### src/rtl/motor_pkg.sv
`default_nettype none
// ============================================================================
// Module      : motor_pkg
// Description : Shared command codes, H-bridge direction encodings and the
//               per-wheel reversal state machine type for the motor driver.
// Revision    : 1.0 - initial release
// ============================================================================
package motor_pkg;

    // Commands issued by the line-tracker stage
    localparam logic [1:0] CMD_STOP  = 2'b00;
    localparam logic [1:0] CMD_LEFT  = 2'b01;
    localparam logic [1:0] CMD_RIGHT = 2'b10;
    localparam logic [1:0] CMD_FWD   = 2'b11;

    // H-bridge input pair {INa, INb}; 2'b11 (brake) is never driven
    localparam logic [1:0] DIR_FWD   = 2'b10;
    localparam logic [1:0] DIR_REV   = 2'b01;
    localparam logic [1:0] DIR_COAST = 2'b00;

    // Per-wheel reversal sequencing
    typedef enum logic [1:0] {
        RUN   = 2'b00,
        DRAIN = 2'b01,
        DEAD  = 2'b10
    } wheel_state_e;

endpackage
`default_nettype wire

### src/rtl/motor_driver_wheel_channel.sv
`default_nettype none
// ============================================================================
// Module      : wheel_channel
// Description : One wheel of the motor driver. Ramps the duty toward its
//               target, sequences direction reversals through a drain to
//               zero duty and a fixed coast interval, and produces the
//               registered PWM enable and bridge direction pair.
// Revision    : 1.0 - initial release
// ============================================================================
module wheel_channel
    import motor_pkg::*;
#(
    parameter int CNT_W       = 10,
    parameter int RAMP_STEP   = 50,
    parameter int DEAD_CYCLES = 256
) (
    input  logic             clk,
    input  logic             rst_n,
    input  logic [1:0]       dir_tgt,
    input  logic             dir_keep,
    input  logic [CNT_W-1:0] duty_tgt,
    input  logic             ramp_tick,
    input  logic [CNT_W-1:0] pwm_cnt,
    output logic             pwm,
    output logic [1:0]       dir
);

    localparam int              DEAD_W    = $clog2(DEAD_CYCLES + 1);
    localparam logic [CNT_W-1:0] STEP     = CNT_W'(RAMP_STEP);
    localparam logic [DEAD_W-1:0] DEAD_LAST = DEAD_W'(DEAD_CYCLES - 1);

    wheel_state_e      state_q, state_d;
    logic [CNT_W-1:0]  duty_q, duty_d;
    logic [1:0]        dir_cur_q, dir_cur_d;
    logic [DEAD_W-1:0] dead_cnt_q, dead_cnt_d;
    logic [1:0]        dir_o_q, dir_o_d;
    logic              pwm_q, pwm_d;

    logic [1:0]        dir_eff;
    logic              dir_match;
    logic [CNT_W-1:0]  duty_eff;
    logic [CNT_W-1:0]  gap;
    logic [CNT_W-1:0]  step_amt;
    logic              coast;

    // Resolve the requested direction; a stop command keeps the current one
    always_comb begin
        dir_eff   = dir_keep ? dir_cur_q : dir_tgt;
        dir_match = (dir_eff == dir_cur_q);
    end

    // Ramp duty toward the effective target, clamped so it never overshoots
    always_comb begin
        duty_eff = (dir_match && (state_q != DEAD)) ? duty_tgt : '0;
        if (duty_q < duty_eff) begin
            gap = duty_eff - duty_q;
        end else begin
            gap = duty_q - duty_eff;
        end
        step_amt = (gap > STEP) ? STEP : gap;
        duty_d   = duty_q;
        if (ramp_tick) begin
            if (duty_q < duty_eff) begin
                duty_d = duty_q + step_amt;
            end else begin
                duty_d = duty_q - step_amt;
            end
        end
    end

    // Reversal sequencing: drain to zero, coast for the dead interval, flip
    always_comb begin
        state_d    = state_q;
        dir_cur_d  = dir_cur_q;
        dead_cnt_d = dead_cnt_q;
        unique case (state_q)
            RUN: begin
                if (!dir_match) begin
                    state_d = DRAIN;
                end
            end
            DRAIN: begin
                if (dir_match) begin
                    // Request withdrawn before reaching zero: no coast owed
                    state_d = RUN;
                end else if (duty_q == '0) begin
                    state_d    = DEAD;
                    dead_cnt_d = '0;
                end
            end
            DEAD: begin
                if (dead_cnt_q == DEAD_LAST) begin
                    // Latest request wins even if it changed while coasting
                    dir_cur_d  = dir_eff;
                    dead_cnt_d = '0;
                    state_d    = RUN;
                end else begin
                    dead_cnt_d = dead_cnt_q + DEAD_W'(1);
                end
            end
            default: begin
                state_d = RUN;
            end
        endcase
    end

    // Output decode from next-state values so outputs track the state flops
    always_comb begin
        coast   = (state_d == DEAD) || ((duty_d == '0) && (duty_tgt == '0));
        dir_o_d = coast ? DIR_COAST : dir_cur_d;
        pwm_d   = (state_d != DEAD) && (pwm_cnt < duty_d);
    end

    // State and output registers
    always_ff @(posedge clk or negedge rst_n) begin
        if (!rst_n) begin
            state_q    <= RUN;
            duty_q     <= '0;
            dir_cur_q  <= DIR_FWD;
            dead_cnt_q <= '0;
            dir_o_q    <= DIR_COAST;
            pwm_q      <= 1'b0;
        end else begin
            state_q    <= state_d;
            duty_q     <= duty_d;
            dir_cur_q  <= dir_cur_d;
            dead_cnt_q <= dead_cnt_d;
            dir_o_q    <= dir_o_d;
            pwm_q      <= pwm_d;
        end
    end

    assign pwm = pwm_q;
    assign dir = dir_o_q;

endmodule
`default_nettype wire

### src/rtl/motor_driver.sv
`default_nettype none
// ============================================================================
// Module      : motor_driver
// Description : Converts the tracker's 2-bit steering command into per-wheel
//               PWM enables and L298N-style direction pairs. Holds the input
//               debounce filter, pivot escalation timer, ramp divider, shared
//               PWM counter and command-to-wheel target mapping.
// Revision    : 1.0 - initial release
// ============================================================================
module motor_driver
    import motor_pkg::*;
#(
    parameter int CNT_W         = 10,
    parameter int PWM_PERIOD    = 1000,
    parameter int DUTY_FULL     = 800,
    parameter int DUTY_TURN     = 400,
    parameter int RAMP_DIV      = 1000,
    parameter int RAMP_STEP     = 50,
    parameter int FILTER_CYCLES = 4,
    parameter int PIVOT_CYCLES  = 50000,
    parameter int DEAD_CYCLES   = 256
) (
    input  logic       clk,
    input  logic       reset,
    input  logic [1:0] state,
    output logic       left_pwm,
    output logic       right_pwm,
    output logic [1:0] left_dir,
    output logic [1:0] right_dir,
    output logic [1:0] cmd_active,
    output logic       pivot
);

    localparam int FILT_W = $clog2(FILTER_CYCLES + 1);
    localparam int PIV_W  = $clog2(PIVOT_CYCLES + 1);
    localparam int DIV_W  = $clog2(RAMP_DIV + 1);

    localparam logic [CNT_W-1:0] FULL = CNT_W'(DUTY_FULL);
    localparam logic [CNT_W-1:0] TURN = CNT_W'(DUTY_TURN);

    logic [1:0]        state_prev_q, state_prev_d;
    logic [FILT_W-1:0] stable_cnt_q, stable_cnt_d;
    logic [1:0]        cmd_active_q, cmd_active_d;
    logic [PIV_W-1:0]  pivot_cnt_q, pivot_cnt_d;
    logic              pivot_q, pivot_d;
    logic [DIV_W-1:0]  div_cnt_q, div_cnt_d;
    logic [CNT_W-1:0]  pwm_cnt_q, pwm_cnt_d;

    logic              ramp_tick;
    logic              turning;
    logic              dir_keep;
    logic [1:0]        l_dir_tgt, r_dir_tgt;
    logic [CNT_W-1:0]  l_duty_tgt, r_duty_tgt;

    // Debounce: count consecutive identical samples, accept once held long enough
    always_comb begin
        state_prev_d = state;
        if (state != state_prev_q) begin
            stable_cnt_d = FILT_W'(1);
        end else if (stable_cnt_q < FILT_W'(FILTER_CYCLES)) begin
            stable_cnt_d = stable_cnt_q + FILT_W'(1);
        end else begin
            stable_cnt_d = stable_cnt_q;
        end
        cmd_active_d = cmd_active_q;
        if ((stable_cnt_q >= FILT_W'(FILTER_CYCLES)) && (state_prev_q != cmd_active_q)) begin
            cmd_active_d = state_prev_q;
        end
    end

    // Pivot timer: runs during an accepted turn, saturates, clears on any change
    always_comb begin
        turning = (cmd_active_q == CMD_LEFT) || (cmd_active_q == CMD_RIGHT);
        if (cmd_active_d != cmd_active_q) begin
            pivot_cnt_d = '0;
        end else if (!turning) begin
            pivot_cnt_d = '0;
        end else if (pivot_cnt_q != PIV_W'(PIVOT_CYCLES)) begin
            pivot_cnt_d = pivot_cnt_q + PIV_W'(1);
        end else begin
            pivot_cnt_d = pivot_cnt_q;
        end
        pivot_d = (pivot_cnt_d == PIV_W'(PIVOT_CYCLES));
    end

    // Free-running ramp divider and shared PWM counter
    always_comb begin
        ramp_tick = (div_cnt_q == DIV_W'(RAMP_DIV - 1));
        div_cnt_d = ramp_tick ? '0 : (div_cnt_q + DIV_W'(1));
        if (pwm_cnt_q == CNT_W'(PWM_PERIOD - 1)) begin
            pwm_cnt_d = '0;
        end else begin
            pwm_cnt_d = pwm_cnt_q + CNT_W'(1);
        end
    end

    // Map the accepted command (and pivot) to per-wheel direction and duty
    always_comb begin
        l_dir_tgt  = DIR_FWD;
        r_dir_tgt  = DIR_FWD;
        l_duty_tgt = '0;
        r_duty_tgt = '0;
        dir_keep   = 1'b0;
        unique case (cmd_active_q)
            CMD_STOP: begin
                dir_keep = 1'b1;
            end
            CMD_FWD: begin
                l_duty_tgt = FULL;
                r_duty_tgt = FULL;
            end
            CMD_LEFT: begin
                l_dir_tgt  = pivot_q ? DIR_REV : DIR_FWD;
                l_duty_tgt = TURN;
                r_duty_tgt = FULL;
            end
            CMD_RIGHT: begin
                r_dir_tgt  = pivot_q ? DIR_REV : DIR_FWD;
                r_duty_tgt = TURN;
                l_duty_tgt = FULL;
            end
            default: begin
                dir_keep = 1'b1;
            end
        endcase
    end

    // Control registers
    always_ff @(posedge clk or negedge reset) begin
        if (!reset) begin
            state_prev_q <= CMD_STOP;
            stable_cnt_q <= '0;
            cmd_active_q <= CMD_STOP;
            pivot_cnt_q  <= '0;
            pivot_q      <= 1'b0;
            div_cnt_q    <= '0;
            pwm_cnt_q    <= '0;
        end else begin
            state_prev_q <= state_prev_d;
            stable_cnt_q <= stable_cnt_d;
            cmd_active_q <= cmd_active_d;
            pivot_cnt_q  <= pivot_cnt_d;
            pivot_q      <= pivot_d;
            div_cnt_q    <= div_cnt_d;
            pwm_cnt_q    <= pwm_cnt_d;
        end
    end

    wheel_channel #(
        .CNT_W       (CNT_W),
        .RAMP_STEP   (RAMP_STEP),
        .DEAD_CYCLES (DEAD_CYCLES)
    ) u_left (
        .clk       (clk),
        .rst_n     (reset),
        .dir_tgt   (l_dir_tgt),
        .dir_keep  (dir_keep),
        .duty_tgt  (l_duty_tgt),
        .ramp_tick (ramp_tick),
        .pwm_cnt   (pwm_cnt_q),
        .pwm       (left_pwm),
        .dir       (left_dir)
    );

    wheel_channel #(
        .CNT_W       (CNT_W),
        .RAMP_STEP   (RAMP_STEP),
        .DEAD_CYCLES (DEAD_CYCLES)
    ) u_right (
        .clk       (clk),
        .rst_n     (reset),
        .dir_tgt   (r_dir_tgt),
        .dir_keep  (dir_keep),
        .duty_tgt  (r_duty_tgt),
        .ramp_tick (ramp_tick),
        .pwm_cnt   (pwm_cnt_q),
        .pwm       (right_pwm),
        .dir       (right_dir)
    );

    assign cmd_active = cmd_active_q;
    assign pivot      = pivot_q;

endmodule
`default_nettype wire

### config.mk
export PLATFORM = sky130hd
export DESIGN_NAME = motor_driver
export DESIGN_NICKNAME = d
export VERILOG_FILES = /design/src/rtl/motor_pkg.sv /design/src/rtl/motor_driver_wheel_channel.sv /design/src/rtl/motor_driver.sv
export SDC_FILE = /design/constraint.sdc
export NUM_CORES = 1
export LEC_CHECK = 0
export BUFFER_PORTS_ARGS = -buffer_cell sky130_fd_sc_hd__clkbuf_2
export CAP_MARGIN = 20
export CORE_AREA = 2 2 118 120
export CTS_CLUSTER_DIAMETER = 30
export DETAILED_ROUTE_END_ITERATION = 10
export DIE_AREA = 0 0 120 122
export PLACE_DENSITY = 0.86
export RECOVER_POWER = 25
export REMOVE_ABC_BUFFERS = 1
export SETUP_SLACK_MARGIN = 0.02
export SLEW_MARGIN = 20
export SYNTH_ARGS = -nofsm -noshare
export SYNTH_HDL_FRONTEND = slang
export SYNTH_HIERARCHICAL = 1
export SYNTH_SLANG_ARGS = --single-unit
### constraint.sdc
create_clock -name clk -period 10.12 [get_ports clk]
set_clock_uncertainty 0.2 [all_clocks]
set_input_delay 1.012 -clock clk [delete_from_list [all_inputs] [get_ports clk]]
set_output_delay 1.012 -clock clk [all_outputs]
set_load 0.01 [all_outputs]
==> results of run 1 <==
power groups by stage:
stage	combinational (W)	sequential, W	clock, W
global placement	0.00152	0.000422	0
detailed placement	0.00156	0.000423	0
floorplan	0.00125	0.000421	0
global route	0.00181	0.000419	0.000365
finish	0.00162	0.000416	0.000344
CTS	0.00158	0.000416	0.000350
layout make-up:
cell class	count	area (sq um)
Tap cell	180	225.2
Clock inverter	6	58.81
Timing Repair Buffer	16	80.08
Inverter	90	337.8
Clock buffer	10	239.0
Fill cell	1084	4472
Multi-Input combinational cell	818	5687
Sequential cell	96	2405
routing by layer:
layer	up-vias	track usage
li1	3605	-
met5	-	0
met3	46	0.04307
met4	0	0.1044
met1	3554	0.3753
met2	263	0.4467
metrics by stage:
| step | area [sq um] | instances | hold slack [ns] |
|---|---|---|---|
| floorplan | 8429 | 1004 | 0.2329 |
| detailed placement | 8746 | 1199 | 0.2605 |
| global placement | 8746 | 1199 | 0.2540 |
| global route | 9032 | 1216 | 0.2962 |
| finish | 9032 | 1216 | 0.2647 |
| CTS | 9044 | 1215 | 0.2710 |
flip-flops by register name (all words and copies together) (netlist names), 2 cells and up:
name and cells:
u_left/dead_cnt_q 9, u_left/duty_q 10, u_left/dir_cur_q 2, u_right/dead_cnt_q 9
u_left/state_q 2, u_right/dir 2, pivot_cnt_q 16, u_right/duty_q 10
stable_cnt_q 3, u_left/dir 2, cmd_active 2, state_prev_q 2
u_right/dir_cur_q 2, div_cnt_q 10, u_right/state_q 2, pwm_cnt_q 10
path summary, 6_finish.rpt:
| check | start | to | slack, ns |
|---|---|---|---|
| setup / recovery | cmd_active[0] | u_right/pwm | 1.09 |
| hold / removal | div_cnt_q[0] | div_cnt_q[0] | 0.26 |
| setup reg to reg | cmd_active[0] | u_right/pwm | 1.09 |
| hold reg to reg | div_cnt_q[0] | div_cnt_q[0] | 0.26 |
| max in group asynchronous | reset | u_right/duty_q[1] | 7.18 |
| min in group asynchronous | reset | u_left/state_q[0] | 0.90 |
placed cells by master (no fill, tap or decap), types with 7 or more instances in the layout:
cell       synthesis  final
nand2_1           96     96
dfrtp_1           94     94
ha_1              93     93
nor2_1            92     92
inv_1             89     89
o21ai_0           64     64
a21oi_1           54     54
nand3_1           36     36
xnor2_1           36     36
nor3_1            27     27
xor2_1            26     26
nor2b_1           21     21
conb_1             1     20
o21a_1            19     19
nand4_1           16     16
nor4_1            15     15
mux2i_1           13     13
a21o_1            13     13
and3_1            10     10
nand2b_1          10     10
clkbuf_2           0     10
and2_1            10     10
clkbuf_16          0      9
or3_1              8      8
a31oi_1            8      8
mux2_2             8      8
a211oi_1           7      7
a21boi_0           7      7
cell families after synthesis:
| kind of cell | synth area share |
|---|---|
| other | 0.0004402 |
| XOR/XNOR | 0.06374 |
| flip-flops | 0.2823 |
| multiplexers | 0.02746 |
| adder cells (fa/ha/maj) | 0.1507 |
| buffers and inverters | 0.05860 |
| AND/OR/NAND/NOR | 0.2338 |
| AO/OA/AOI/OAI | 0.1830 |
==> reports/results.ini, run 1 <==
[grt]
grt_antenna_before_repair = 0
grt_max_degree = 66
grt_use_total = 0.2762
grt_overflow_total = 0
first_global_vias = 7038
grt_pass1_wl_microns = 32930

[power_and_ir_drop]
p_sw_w = 0.001175
p_total_w = 0.002379
vdd_ir_drop_max_mv = 0.1697
intPower_w = 0.001204
power_density_nw_per_um2 = 263.4
power_frac_seq = 0.175
clock_power_share = 0.145
swShare = 0.4939
p_leak_nw = 4.365
comb_power_share = 0.680

[routing]
drc = 0
dr_wl_met2_microns = 9035
wirelength_microns = 19360
first_pass_iters = 7
wl_met1_microns = 8663
vias = 7468
wl_met3_microns = 1141
avgRoutedWirePerCell_microns = 15.92
top_layer = met4
ant_nets = 0
vias_per_cell = 6.141
drt_iter0_markers = 479

[setup_path]
cp.depth = 34
ff2ff_path_depth = 34
worstPathRequired_ns = 10.19
critPathArrivalTime_ns = 9.10
cp_num_buf_inv = 3
critPathKind = flip-flop to flip-flop
path_delay_family = simple AND/OR/NAND/NOR gates
crit_fanout = 14
critPathLaunchType = flip-flop
path_common_cell = ha_1
slowest_stage = o41ai_1
critical_path.max_stage_delay_ns = 0.88
worstSetupEndpointType = flip-flop

[cells_and_area]
utilization = 0.6689
drive_gt1_frac = 0.07046
nets = 1134
area.growth.synth_to_final_pct = 6.021
diodes = 0

[floorplan]
core-area_sq_um = 13500
io_pins = 13
dieArea_sq_um = 14640
die_y_microns = 122
num_rows = 43
die_w_microns = 120
start_util = 0.6309

[cts]
cts_setup_buffers = 0
hold_buffers = 0
cts.sinks = 96
htree_levels = 3
clock-root-buffer = clkbuf_16
clock_latency_ns = 0.36
numCtsBuffers = 9
cts_buffer_depth = 2
tritoncts = done
cts.clk_slew.worst_paths_ns = 0.08
post_cts_resized = 0

[yosys]
yosysMostFrequentCell = nand2_1
synth_cells = 1011
ys_warn_count = 6
synth_top_area_frac = 0.2761
syn-cell-area_sq_um = 8519
ys.flop_type = dfrtp_1
ys_ff_latch = 96
synth_common_cells = 96 x nand2_1, 94 x dfrtp_1, 93 x ha_1, 92 x nor2_1, 89 x inv_1
yosysSeqAreaShare = 0.2823
ys_types = 87
synth_area_per_cell_sq_um = 8.427
yosys-top-cells-area = dfrtp_1 28%, ha_1 14%, nand2_1 4.2%, nor2_1 4.1%, inv_1 3.9%
async_flop_share = 1.000
synth-edff-count = 0
yosys.area.top_type = dfrtp_1

[worst_hold_path]
min_path_cells = 1
hp-class = flip-flop to flip-flop

[timing]
hold_viol_final = 0
fin_crit_ns = 9.029
slew_headroom = -0.1633
worstMarginPinSlew_ns = 1.745
rsz0062_at_grt = false
finalCritPeriodShare = 0.8922
max_freq_ghz = 0.1108
tns_ns = 0
setup_viol = 0
finalWorstSetupSlack_ns = 1.091
drv_slew = 68

[run]
drv_cap = 2

[place]
post-place-ws_ns = 1.257
dp_hpwl_microns = 14500
numPortBuffers = 12
place_congestion = 1.004

[run_status]
violations = max-capacitance violations, max-slew violations
outcome = finished, violations left

No activity file was read; power rests on OpenSTA's default activity.
==> run 2: changes to the inputs <==
--- a/config.mk
+++ b/config.mk
@@ -7,11 +7,11 @@
 export LEC_CHECK = 0
 export BUFFER_PORTS_ARGS = -buffer_cell sky130_fd_sc_hd__clkbuf_2
 export CAP_MARGIN = 20
-export CORE_AREA = 2 2 118 120
+export CORE_AREA = 2 2 124 126
 export CTS_CLUSTER_DIAMETER = 30
 export DETAILED_ROUTE_END_ITERATION = 10
-export DIE_AREA = 0 0 120 122
-export PLACE_DENSITY = 0.86
+export DIE_AREA = 0 0 126 128
+export PLACE_DENSITY = 0.77
 export RECOVER_POWER = 25
 export REMOVE_ABC_BUFFERS = 1
 export SETUP_SLACK_MARGIN = 0.02
==> constraint.sdc (replaced) <==
create_clock -name clk -period 7.6 [get_ports clk]
set_clock_uncertainty 0.2 [all_clocks]
set_input_delay 0.76 -clock clk [delete_from_list [all_inputs] [get_ports clk]]
set_output_delay 0.76 -clock clk [all_outputs]
set_load 0.01 [all_outputs]
==> run 2 against run 1 <==
The run still ends with max-capacitance violations, max-slew violations left. Clock power rose by 31%. Global-route usage shrank 3.4 points. Register-to-register slack worse by 0.94 ns. First-iteration DRC count decreased by 8.1%. Setup slack lost 0.94 ns. Flip-flop and latch count stayed put. Power rose by 56%. Non-clock buffer count grew 48. Wire length rose by 4.0%. Design area grew 7.8%. Die area up 10%. Critical endpoint is now u_left/pwm. Critical path depth fell by 1.
==> reports/results.ini, run 2 (same netlist as run 1, synthesis figures left out) <==
[setup_path]
critPathLaunchType = flip-flop
rr_endpoint = u_left/pwm
critPathArrivalTime_ns = 7.50
reg2reg_slack_ns = 0.15
ff2ff_path_depth = 33
worstPathRequired_ns = 7.65
crit_fanout = 8
critPathKind = flip-flop to flip-flop
critical_path.max_stage_delay_ns = 0.51
slowest_stage = or4_4
path_common_cell = ha_2
worstSetupEndpointType = flip-flop
r2r_start = cmd_active[1]

[floorplan]
core-area_sq_um = 14860
die_y_microns = 128
io_pins = 13
die_w_microns = 126
num_rows = 45
dieArea_sq_um = 16130
start_util = 0.5731

[timing]
rsz0062_at_grt = true
drv_slew = 99
finalWorstSetupSlack_ns = 0.1482
fin_crit_ns = 7.452
hold_slack_ns = 0.2864
hold_viol_final = 0
setup_viol = 0
worstMarginPinSlew_ns = 3.212
finalCritPeriodShare = 0.9805
slew_headroom = -1.142
tns_ns = 0
max_freq_ghz = 0.1342

[run]
drv_cap = 2

[grt]
grt_overflow_total = 0
first_global_vias = 6826
grt_max_degree = 63
grt_antenna_before_repair = 0
grt_pass1_wl_microns = 32390
grt_use_total = 0.2420

[run_status]
outcome = finished, violations left
violations = max-capacitance violations, max-slew violations

[place]
dp.cells = 1231
dp_hpwl_microns = 14720
place_congestion = 0.9470
numPortBuffers = 12
post-place-ws_ns = -0.1806

[power_and_ir_drop]
vdd_ir_drop_max_mv = 0.1935
power_density_nw_per_um2 = 380.3
p_leak_nw = 4.641

[worst_hold_path]
hp-class = flip-flop to flip-flop
worstHoldEndpoint = div_cnt_q[9]
min_path_cells = 1
hp-start = div_cnt_q[9]

[cts]
clock-root-buffer = clkbuf_16
cts.sinks = 96
htree_levels = 3
clock_latency_ns = 0.35
hold_buffers = 0
numCtsBuffers = 9
cts.clk_slew.worst_paths_ns = 0.07
cts_buffer_depth = 2
tritoncts = done

[cells_and_area]
most-common-layout-cells = 93 x dfrtp_1, 91 x nand2_1, 89 x nor2_1, 86 x inv_1, 83 x ha_1
diodes = 0
nets = 1182
drive_gt1_frac = 0.1541
nFillCells = 1237
regMostFlops = pivot_cnt_q
mostFrequentLayoutCell = dfrtp_1
largest_reg_flops = 16
layout.cells.non_filler = 1272
area.growth.synth_to_final_pct = 14.32
utilization = 0.6552

[routing]
vias = 7439
first_pass_iters = 8
drc = 0
ant_nets = 0
avgRoutedWirePerCell_microns = 15.84
drt_iter0_markers = 440
wirelength_microns = 20140
vias_per_cell = 5.848

## run 2: changes by cell type in the layout (fill, tap and decap cells not counted), moves of 5 or more
cell     before  now
buf_4         2   50
ha_1         93   83
ha_2          0    7
a21oi_1      54   49
nand2_1      96   91
xnor2_1      36   31
xnor2_2       0    5
## run 2: per-layer routing
layer,wire (microns),share of wire,track usage
met1,9257,0.46,0.3365
met5,0,0,0
met4,397,0.020,0.07369
met3,779,0.039,0.03631
met2,9710,0.48,0.3934
## run 2: what timing repair did
| item | in CTS | in global routing |
|---|---|---|
| setup buffers | 0 | 25 |
| setup endpoints to repair | 2 | 6 |
| resized for setup | 6 | 59 |
| cloned | 0 | 0 |
| pin swaps | 1 | 24 |
## run 2: power breakdown
group          leakage [nW]  switching [W]  internal, W
clock network         0.147       0.000212     0.000239
registers              1.21      0.0000249     0.000529
logic                  3.28        0.00151      0.00119
## run 2: worst max-delay path, delay by kind of cell (launching register included)
family / cells / cell delay, ns
XOR/XNOR: 2 / 0.34
AND/OR/NAND/NOR: 9 / 2.17
buffers and inverters: 4 / 0.32
AO/OA/AOI/OAI: 11 / 2.12
adder cells (fa/ha/maj): 5 / 1.19
multiplexers: 2 / 0.59
flip-flops: 1 / 0.42
## run 2: final cells by class
cell class / instances / area (sq um) / area share
Sequential cell: 96 / 2406 / 0.2470
Tap cell: 188 / 235.2 / 0.02415
Inverter: 90 / 337.8 / 0.03469
Timing Repair Buffer: 64 / 442.9 / 0.04548
Clock buffer: 10 / 239.0 / 0.02454
Clock inverter: 6 / 57.56 / 0.005910
Multi-Input combinational cell: 818 / 6021 / 0.6182
## run 2: worst max-delay path by stage
| stage | from | to | slack, ns | cells past startpoint |
|---|---|---|---|---|
| after floorplan | cmd_active[1] | u_left/pwm | -0.09 | 33 |
| after global placement | cmd_active[1] | u_left/pwm | 0.11 | 33 |
| after detailed placement | cmd_active[0] | u_right/pwm | -0.18 | 36 |
| after CTS | cmd_active[1] | u_left/pwm | 0.03 | 33 |
| after global routing | cmd_active[1] | u_left/pwm | -0.15 | 33 |
| final | cmd_active[1] | u_left/pwm | 0.15 | 33 |
## run 2: metrics by stage
stage	area, sq um	total power [W]
2_1_floorplan	8429	0.002231
3_5_place_dp	8936	0.002786
3_3_place_gp	8936	0.002763
6_report	9739	0.003704
5_1_grt	9739	0.003989
4_1_cts	9258	0.003285
